File: config.mk
export PLATFORM = sky130hd
export DESIGN_NAME = adder_settle_sequencer
export DESIGN_NICKNAME = d
export VERILOG_FILES = /design/src/rtl/adder_settle_sequencer.sv
export SDC_FILE = /design/constraint.sdc
export NUM_CORES = 1
export LEC_CHECK = 0
export CAP_MARGIN = 20
export CORE_MARGIN = 2
export CORE_UTILIZATION = 43
export DETAILED_ROUTE_END_ITERATION = 10
export HOLD_SLACK_MARGIN = 0.03
export PLACE_DENSITY_LB_ADDON = 0.08
export SYNTH_ARGS = -nofsm -noshare
export SYNTH_HDL_FRONTEND = slang
export SYNTH_SLANG_ARGS = --single-unit
File: constraint.sdc
create_clock -name clk -period 1.5 [get_ports clk]
set_input_delay 0.3 -clock clk [delete_from_list [all_inputs] [get_ports clk]]
set_output_delay 0.3 -clock clk [all_outputs]
set_load 0.01 [all_outputs]
File: src/rtl/adder_settle_sequencer.sv
// Valid/ready wrapper around a slow ripple adder. It drives the operands, waits a
// fixed number of settle cycles, then captures Sum/Cout and checks them against a reference sum.
module adder_settle_sequencer #(
  parameter int WIDTH         = 4,
  parameter int SETTLE_CYCLES = 3
) (
  input  logic             clk,
  input  logic             rst_n,
  input  logic             in_valid,
  output logic             in_ready,
  input  logic [WIDTH-1:0] in_a,
  input  logic [WIDTH-1:0] in_b,
  input  logic             in_cin,
  output logic [WIDTH-1:0] add_a,
  output logic [WIDTH-1:0] add_b,
  output logic             add_cin,
  input  logic [WIDTH-1:0] add_sum,
  input  logic             add_cout,
  output logic             out_valid,
  input  logic             out_ready,
  output logic [WIDTH-1:0] out_sum,
  output logic             out_cout,
  output logic             out_err,
  output logic [7:0]       err_count
);

  typedef enum logic [1:0] {IDLE, SETTLE, HOLD} state_t;

  localparam logic [3:0] CNT_INIT = 4'(SETTLE_CYCLES - 1);

  state_t           state_q, state_d;
  logic [3:0]       cnt_q, cnt_d;
  logic [WIDTH-1:0] add_a_q, add_a_d, add_b_q, add_b_d;
  logic             add_cin_q, add_cin_d;
  logic [WIDTH:0]   ref_q, ref_d;
  logic [WIDTH-1:0] sum_q, sum_d;
  logic             cout_q, cout_d;
  logic             err_q, err_d;
  logic [7:0]       ecnt_q, ecnt_d;
  logic             mism;

  assign mism = ({add_cout, add_sum} != ref_q);

  always_comb begin
    state_d   = state_q;
    cnt_d     = cnt_q;
    add_a_d   = add_a_q;
    add_b_d   = add_b_q;
    add_cin_d = add_cin_q;
    ref_d     = ref_q;
    sum_d     = sum_q;
    cout_d    = cout_q;
    err_d     = err_q;
    ecnt_d    = ecnt_q;
    case (state_q)
      IDLE: begin
        if (in_valid) begin
          add_a_d   = in_a;
          add_b_d   = in_b;
          add_cin_d = in_cin;
          // Zero-extended to WIDTH+1 so the carry-out can never wrap.
          ref_d     = {1'b0, in_a} + {1'b0, in_b} + {{WIDTH{1'b0}}, in_cin};
          cnt_d     = CNT_INIT;
          state_d   = SETTLE;
        end
      end
      SETTLE: begin
        if (cnt_q == 4'd0) begin
          sum_d   = add_sum;
          cout_d  = add_cout;
          err_d   = mism;
          if (mism && ecnt_q != 8'hFF) ecnt_d = ecnt_q + 8'd1;
          state_d = HOLD;
        end else begin
          cnt_d = cnt_q - 4'd1;
        end
      end
      HOLD: begin
        if (out_ready) state_d = IDLE;
      end
      default: state_d = IDLE;
    endcase
  end

  always_ff @(posedge clk or negedge rst_n) begin
    if (!rst_n) begin
      state_q   <= IDLE;
      cnt_q     <= '0;
      add_a_q   <= '0;
      add_b_q   <= '0;
      add_cin_q <= 1'b0;
      ref_q     <= '0;
      sum_q     <= '0;
      cout_q    <= 1'b0;
      err_q     <= 1'b0;
      ecnt_q    <= '0;
    end else begin
      state_q   <= state_d;
      cnt_q     <= cnt_d;
      add_a_q   <= add_a_d;
      add_b_q   <= add_b_d;
      add_cin_q <= add_cin_d;
      ref_q     <= ref_d;
      sum_q     <= sum_d;
      cout_q    <= cout_d;
      err_q     <= err_d;
      ecnt_q    <= ecnt_d;
    end
  end

  assign in_ready  = (state_q == IDLE);
  assign out_valid = (state_q == HOLD);
  assign add_a     = add_a_q;
  assign add_b     = add_b_q;
  assign add_cin   = add_cin_q;
  assign out_sum   = sum_q;
  assign out_cout  = cout_q;
  assign out_err   = err_q;
  assign err_count = ecnt_q;

endmodule
==> impl_metrics.yaml <==
status:
  status: "finished, violations left"
  failed_checks: "negative setup slack"
yosys:
  synth_edf_count: 0
  ys_seq_area_frac: 0.522
  yosysUniqueCellTypes: 31
  syn-instance-count: 156
  ys_seq_elements: 34
  synthArstFlopShare: 1.00
  synth_area_sq_um: 1630
  synth.net_count: 182
  yosysWarnings: 0
  synthFlopType: "dfrtp_1"
  synth.avg_cell_area_sq_um: 10.4
sta:
  hold_viol_final: 0
  fin_skew_ns: 0.00528
  rsz0062_at_grt: "yes"
  setup_viol: 10
  hold_ws_ns: 0.394
  fin_crit_ns: 1.71
  post-route-period-util: 1.14
  maxSlewViolCount: 0
  slew_headroom: 0.802
  postLayoutSetupSlackWorst_ns: -0.209
  worst_pin_slew_ns: 0.296
  max_freq_mhz: 585
clock_network:
  htree_levels: 2
  clk_pin_slew_worst_paths_ns: 0.06
  cts_made_buffers: 5
  hold_buffers: 0
  clkLatencyLatePin_ns: 0.28
  cts_buffer_depth: 2
  cts_root_buf: "clkbuf_8"
  cts.sinks: 34
  tritoncts: "done"
worst_setup_path:
  path_max_fanout: 6
  critPathSlowestCell: "dfrtp_1"
  cp_cell_sequence: "inv_2 > ha_4 > nor3b_4 > o211ai_1 > a31o_1 > buf_6 > nor3_2 > xor2_1"
  critical_path_required_ns: 1.70
  critPathLaunchType: "flop"
  crit_path_max_incr_delay_ns: 0.39
  critPathCaptureType: "flop"
  arrival_ns: 1.91
  criticalPathCategory: "flop to flop"
place:
  dp_hpwl_um: 2720
  dpl_worst_slack_ns: -0.500
  routabilityCongestion: 0.711
  place_area_sq_um: 2320
  io_buffers: 42
worst_hold_path:
  hold_class: "input pin to asynchronous set/reset pin"
finish:
  drive_gt1_frac: 0.290
  antenna-diode-count: 0
  areaGrowthSynthToFinish_pct: 56.3
  seqCellArea_sq_um: 851
  final_nets: 258
  fin_area_sq_um: 2550
  layout_commonest_cell: "dfrtp_1"
  mostFrequentLayoutCells: "dfrtp_1 (34), nand2_1 (32), buf_4 (28)"
  multi_input_area_sq_um: 851
  num-fill-cells: 294
  finalCoreUtilization: 0.695
route:
  drt_iter0_markers: 27
  num_vias: 1327
  drcViolationCount: 0
  drt-total-wl_um: 3750
  wl_per_cell_um: 13.4
  ant_nets: 0
  first_pass_iters: 3
  vias_per_cell: 4.76
global_routing:
  antenna_found_initial: 0
  grt_max_degree: 35
  grt-ovfl-total: 0
  grtUsageTotal: 0.195
  grt_pass1_vias: 1439
  grt_pass1_wl_um: 6330
floorplan:
  placementRows: 22
  dieWidth_um: 65.6
  ios: 43
  start_util: 0.445
  coreArea_sq_um: 3660
  die_area_sq_um: 4300
  die_height_um: 65.6
pwr:
  peakVddDrop_v: 0.000848
  p_total_mw: 4.88
  powerDensity_nw_per_um2: 1910
  p_leak_nw: 1.27
job:
  maxCapViolations: 0
-- final cells by class --
class,count,area share
clock buffer,6,0.0324
timing repair buffer,73,0.265
multi-input combinational,111,0.334
sequential,34,0.334
inverter,7,0.0103
tap,48,0.0236
-- report_power, final --
group          switching [mW]  internal [mW]  leakage (nW)  total (mW)
Sequential              0.245           1.35         0.400        1.59
Clock                   0.300          0.353        0.0431       0.653
Combinational            1.23           1.40         0.827        2.63
Total                    1.78           3.10          1.27        4.88
-- per-stage QoR --
stage / TNS, ns / std cells
floorplan: -0.144 / 156
global placement: -5.27 / 271
detailed placement: -6.75 / 271
CTS: -0.895 / 279
global route: -2.22 / 279
finish: -1.31 / 279
-- metal layers --
metal | track usage | vias up | share of wire
met5 | 0 | - | 0
met4 | 0.0625 | 0 | 0.013
met3 | 0.0479 | 6 | 0.038
met2 | 0.369 | 27 | 0.56
met1 | 0.211 | 634 | 0.39
li1 | - | 660 | -
-- path summary, 6_finish.rpt --
| kind | start | end | slack (ns) | cells after the start |
|---|---|---|---|---|
| worst max-delay path | cnt_q[0] | err_count[7] | -0.21 | 8 |
| worst min-delay path | rst_n | err_count[7] | 0.39 | 2 |
| worst max register to register | cnt_q[0] | err_count[7] | -0.21 | 8 |
| worst min register to register | add_a[3] | add_a[3] | 0.48 | 2 |
| max in group asynchronous | rst_n | cnt_q[1] | 0.93 | 2 |
| min in group clk | in_b[0] | add_b[0] | 0.41 | 3 |
-- cell usage after synthesis, drive strengths merged (2+ instances only) --
library cell / n / share of area
nand2: 35 / 0.081
dfrtp: 34 / 0.52
xor2: 12 / 0.065
nor2: 9 / 0.021
o21ai: 9 / 0.028
inv: 7 / 0.016
ha: 6 / 0.046
mux2: 6 / 0.041
nand3: 5 / 0.015
nor3: 4 / 0.022
xnor2: 4 / 0.022
clkbuf: 3 / 0.0069
a21o: 2 / 0.0092
a21oi: 2 / 0.0061
fa: 2 / 0.025
nand2b: 2 / 0.0077
-- sequential cells by signal, summed over array words and instances (netlist names), 2 cells and up --
name and cells:
state_q 2, add_b 4, add_a 4, out_sum 4
ref_q 5, cnt_q 4, err_count 8
-- logic make-up after synthesis --
kind of cell,after synthesis,synth area share
buffers and inverters,11,0.0300
xor gates and xnor gates,16,0.0860
adders and majority gates,8,0.0707
DFF,34,0.522
muxes,6,0.0415
and+or+nand+nor,64,0.187
AOI/OAI and AO/OA,17,0.0622
-- worst max-delay path, delay by kind of cell (launching register included) --
kind,cells,cell delay [ns]
AOI/OAI and AO/OA,2,0.35
xor gates and xnor gates,1,0.18
adders and majority gates,1,0.13
buffers and inverters,2,0.24
DFF,1,0.39
and+or+nand+nor,2,0.34
-- what timing repair did --
action / 4_1_cts / 5_1_grt
pin swaps: 16 / 9
setup buffers: 2 / 1
gates resized for setup: 35 / 22
endpoints found under the setup margin: 29 / 42
Power figures use the tool's default switching activity.
